File: src/rtl/core_run_ctrl.sv
// Run sequencer and data-memory arbiter for the 9-bit core: boots the core on a
// host request, counts RUN cycles, stops on done or watchdog, and muxes dat_mem.
module core_run_ctrl #(
  parameter int             AW      = 8,
  parameter int             DW      = 8,
  parameter int             TW      = 16,
  parameter logic [TW-1:0]  TIMEOUT = 16'hFFFF
) (
  input  logic          clk,
  input  logic          reset,
  input  logic          req,
  input  logic          host_wr_en,
  input  logic [AW-1:0] host_addr,
  input  logic [DW-1:0] host_wdat,
  output logic [DW-1:0] host_rdat,
  input  logic          core_wr_en,
  input  logic [AW-1:0] core_addr,
  input  logic [DW-1:0] core_wdat,
  output logic [DW-1:0] core_rdat,
  output logic          mem_wr_en,
  output logic [AW-1:0] mem_addr,
  output logic [DW-1:0] mem_wdat,
  input  logic [DW-1:0] mem_rdat,
  output logic          core_rst,
  input  logic          core_done,
  output logic          busy,
  output logic          done,
  output logic          timeout,
  output logic [TW-1:0] cycle_cnt
);

  typedef enum logic [1:0] {IDLE, BOOT, RUN, HALT} state_t;

  localparam logic [TW-1:0] CNT_ONE = {{(TW-1){1'b0}}, 1'b1};

  state_t state;
  logic   req_q;
  logic   boot_cnt;

  // req_q resets high so a request already asserted during reset is not an edge.
  always_ff @(posedge clk or posedge reset) begin
    if (reset) begin
      state     <= IDLE;
      req_q     <= 1'b1;
      boot_cnt  <= 1'b0;
      cycle_cnt <= '0;
      timeout   <= 1'b0;
      core_rst  <= 1'b1;
      busy      <= 1'b0;
      done      <= 1'b0;
    end else begin
      req_q <= req;
      case (state)
        IDLE: begin
          if (req && !req_q) begin
            state     <= BOOT;
            boot_cnt  <= 1'b0;
            cycle_cnt <= '0;
            timeout   <= 1'b0;
            busy      <= 1'b1;
          end
        end
        BOOT: begin
          if (boot_cnt) begin
            state    <= RUN;
            core_rst <= 1'b0;
          end else begin
            boot_cnt <= 1'b1;
          end
        end
        RUN: begin
          // core_done takes priority over the watchdog in the same cycle
          if (core_done) begin
            state    <= HALT;
            core_rst <= 1'b1;
            busy     <= 1'b0;
            done     <= 1'b1;
          end else if (cycle_cnt == TIMEOUT) begin
            state    <= HALT;
            core_rst <= 1'b1;
            busy     <= 1'b0;
            done     <= 1'b1;
            timeout  <= 1'b1;
          end else begin
            cycle_cnt <= cycle_cnt + CNT_ONE;
          end
        end
        HALT: begin
          if (!req) begin
            state <= IDLE;
            done  <= 1'b0;
          end
        end
        default: state <= IDLE;
      endcase
    end
  end

  // Ownership follows the state register, so it flips on the same edge as the state.
  always_comb begin
    mem_wr_en = 1'b0;
    mem_addr  = '0;
    mem_wdat  = '0;
    host_rdat = '0;
    core_rdat = '0;
    case (state)
      IDLE, HALT: begin
        mem_wr_en = host_wr_en;
        mem_addr  = host_addr;
        mem_wdat  = host_wdat;
        host_rdat = mem_rdat;
      end
      RUN: begin
        mem_wr_en = core_wr_en;
        mem_addr  = core_addr;
        mem_wdat  = core_wdat;
        core_rdat = mem_rdat;
      end
      default: ;
    endcase
  end

endmodule

File: config.mk
export PLATFORM = sky130hd
export DESIGN_NAME = core_run_ctrl
export DESIGN_NICKNAME = d
export VERILOG_FILES = /design/src/rtl/core_run_ctrl.sv
export SDC_FILE = /design/constraint.sdc
export NUM_CORES = 1
export LEC_CHECK = 0
export ABC_AREA = 1
export CORE_MARGIN = 2
export CORE_UTILIZATION = 44
export CTS_BUF_LIST = sky130_fd_sc_hd__clkbuf_8
export CTS_CLUSTER_DIAMETER = 150
export DETAILED_ROUTE_END_ITERATION = 6
export GPL_TIMING_DRIVEN = 0
export PLACE_DENSITY = 0.95
export RECOVER_POWER = 50
export SYNTH_ARGS = -nofsm -noshare
export SYNTH_HDL_FRONTEND = slang
export SYNTH_SLANG_ARGS = --single-unit
File: constraint.sdc
create_clock -name clk -period 3.8 [get_ports clk]
set_clock_uncertainty 0.05 [all_clocks]
set_input_delay 0.57 -clock clk [delete_from_list [all_inputs] [get_ports clk]]
set_output_delay 0.57 -clock clk [all_outputs]
set_load 0.02 [all_outputs]
==> results.sh <==
export IMPL_grt_max_degree=25
export IMPL_synthTopCellsByCount="99 x nand2_1, 33 x inv_1, 33 x nor2_1"
export IMPL_cts_root_buf="clkbuf_8"
export IMPL_intPower_mw=0.945
export IMPL_hold_end="core_rst"
export IMPL_antenna_found_initial=0
export IMPL_critPathKind="flip-flop to output pin"
export IMPL_power_density_mw_per_mm2=623
export IMPL_yosysMostFrequentCell="nand2_1"
export IMPL_hold_violations=0
export IMPL_clock_latency_ns=0.26
export IMPL_worst_hold_path_type="flip-flop to flip-flop"
export IMPL_final_nets=449
export IMPL_die_y_um=69.8
export IMPL_wl_per_cell_um=12.5
export IMPL_dp_cells=442
export IMPL_post_place_ws_ns=0.647
export IMPL_pin_count=99
export IMPL_clock_sinks=24
export IMPL_wirelength_um=5570
export IMPL_cp_top_family="buffers and inverters"
export IMPL_tritoncts="built"
export IMPL_ff2ff_setup_slack_ns=1.41
export IMPL_crit_start="state[0]"
export IMPL_seqPwrFrac_pct=18.8
export IMPL_relSlewSlack_pct=37.7
export IMPL_synth_cell_type_count=27
export IMPL_arrival_ns=2.82
export IMPL_numPortBuffers=98
export IMPL_busiest_layer="met2"
export IMPL_cap_violations=0
export IMPL_final_instance_count_excl_fill=446
export IMPL_switching_share_pct=49.0
export IMPL_drc_errors=0
export IMPL_rows=23
export IMPL_synth_area_top_cells="dfrtp_1 29%, nand2_1 19%, inv_1 6.5%"
export IMPL_use_met1_pct=24.3
export IMPL_gp_congestion=0.852
export IMPL_critPathBufInv=5
export IMPL_rr_worst_depth=8
export IMPL_fin_crit_ns=3.44
export IMPL_ys_async_sr_fraction_pct=100
export IMPL_post_cts_buffers=0
export IMPL_syn_num_nets=346
export IMPL_cts_clk_slew_worst_paths_ns=0.08
export IMPL_path_cells="inv_1, ha_1, clkbuf_1, clkinv_1, clkbuf_1, nand2_1, a21oi_1, clkdlybuf4s50_1"
export IMPL_viasPerCell=5.02
export IMPL_drt_first_pass_iters=4
export IMPL_diodes=0
export IMPL_drtIter0Drc=107
export IMPL_power_frac_comb_pct=72.9
export IMPL_max_freq_mhz=291
export IMPL_rsz0062_at_grt="false"
export IMPL_overflow=0
export IMPL_syn_inst=294
export IMPL_pwr_share_clk_pct=8.3
export IMPL_hold_depth=2
export IMPL_grt_pass1_vias=2241
export IMPL_grtUsageMet2_pct=44.2
export IMPL_cts_resized_gates=0
export IMPL_cp_start_kind="flip-flop"
export IMPL_power_switching_mw=0.907
export IMPL_ys_ff_latch=24
export IMPL_core_mm2=0.00409
export IMPL_worstMarginPinSlew_ns=0.933
export IMPL_synth_top_cell_area_share_pct=28.9
export IMPL_power_mw=1.85
export IMPL_synth_ff_type="dfrtp_1"
export IMPL_grt_pass1_wl_um=9430
export IMPL_ys_warn_count=0
export IMPL_clock_path_buffers=2
export IMPL_drive_above_1_share_pct=5.56
export IMPL_seq_area_um2=603
export IMPL_area_growth_pct=55.9
export IMPL_h_tree_depth=1
export IMPL_hold_buffers=0
export IMPL_fin_tns_setup_ns=0
export IMPL_ant_nets=0
export IMPL_utilization_pct=72.7
export IMPL_use_met3_pct=7.12
export IMPL_hold_path_startpoint="core_rst"
export IMPL_fill_cells=314
export IMPL_ir_drop_mv=0.490
export IMPL_start_util_pct=46.7
export IMPL_synth_avg_cell_area_um2=6.49
export IMPL_crit_required_ns=3.18
export IMPL_status="finished clean"
export IMPL_endpoint_kind="output pin"
export IMPL_ys_seq_area_share_pct=31.6
export IMPL_synth_edf_count=0
export IMPL_cpMostUsedCell="clkbuf_1"
export IMPL_power_leakage_nw=1.43
export IMPL_multi_input_area_mm2=0.00109
export IMPL_r2r_start="cycle_cnt[0]"
export IMPL_hpwlAfterDp_um=4480
export IMPL_die_area_mm2=0.00488
export IMPL_netlist_area_mm2=0.00191
export IMPL_vias=2237
export IMPL_reg2reg_to="state[0]"
export IMPL_fin_crit_sh_pct=90.6
export IMPL_setup_violations_final=0
export IMPL_cts_buffers=3
export IMPL_crit_path_max_incr_delay_ns=0.57
export IMPL_slew_violations=0
export IMPL_yosysTopAreaCell="dfrtp_1"
export IMPL_crit_fanout=10
export IMPL_die_x_um=69.8
export IMPL_critPathSlowestCell="clkdlybuf4s50_1"
export IMPL_grtUsageTotal_pct=23.2
export IMPL_setup_ws_ns=0.359
==> metal layers <==
layer	part of all wire, %	vias up
li1	-	1124
met1	38	1009
met2	51	96
met4	1.1	0
met5	0	-
met3	9.9	8
==> state kept, by name, summed over array words and instances (netlist names) <==
signal,count
core_rst,1
req_q,1
boot_cnt,1
done,1
busy,1
timeout,1
cycle_cnt,16
state,2
==> power by group through the flow <==
stage	Sequential, mW	Combinational (mW)	Clock, mW
final	0.348	1.35	0.153
after floorplan	0.379	0.739	0
after CTS	0.348	1.37	0.158
after detailed placement	0.352	1.37	0
after global routing	0.356	1.47	0.171
after global placement	0.349	1.34	0
==> final cells by class <==
| class | count | share of cell area, % |
|---|---|---|
| multi-input cells | 223 | 36.6 |
| repair buffers | 98 | 33.0 |
| flip-flops and latches | 24 | 20.3 |
| inverters | 37 | 4.67 |
| well taps | 50 | 2.10 |
| plain buffers | 10 | 1.81 |
| clock buffers | 3 | 1.39 |
| clock inverters | 1 | 0.126 |
==> tightest hold or removal path, cell delays in order (launching register included) <==
cell and delay (ns):
dfstp_2 0.38, nand2_1 0.05, nand2_1 0.04
==> logic make-up after synthesis <==
kind of cell             synth area share, %
AND/OR/NAND/NOR                         39.9
buffers and inverters                   10.1
flip-flops                              31.6
AO/OA/AOI/OAI                           11.7
adder cells (fa/ha/maj)                 3.94
XOR/XNOR                                2.76
==> stage by stage <==
step / hold slack [ns] / instance area (um^2)
after floorplan: 0.418 / 1910
after global placement: 0.400 / 2950
after detailed placement: 0.415 / 2950
after CTS: 0.425 / 3000
after global routing: 0.453 / 2970
final: 0.419 / 2970
==> worst max-delay path by stage <==
stage	slack, ns	to	cells after the start
2_1_floorplan	1.42	mem_addr[0]	7
3_3_place_gp	0.76	mem_addr[5]	8
3_5_place_dp	0.65	mem_wdat[0]	8
4_1_cts	0.35	mem_wdat[0]	8
5_1_grt	0.16	mem_wdat[0]	8
6_report	0.36	mem_wdat[0]	8
==> placed cells by master, fill, tap and decap left out, types with 3 or more instances in the layout <==
cell,Yosys,final
inv_1,33,34
xor2_1,6,6
o21ai_0,4,6
o21bai_1,3,3
clkbuf_8,0,3
dlygate4sd3_1,0,19
nand2_1,99,100
o21ai_1,10,10
nand4_1,5,5
nand3_1,21,21
nand2_2,5,5
nor2_1,33,34
a21oi_1,18,18
ha_1,6,6
dfrtp_1,22,22
clkbuf_1,6,6
clkdlybuf4s50_1,0,79
(Power assumes the default switching activity.)
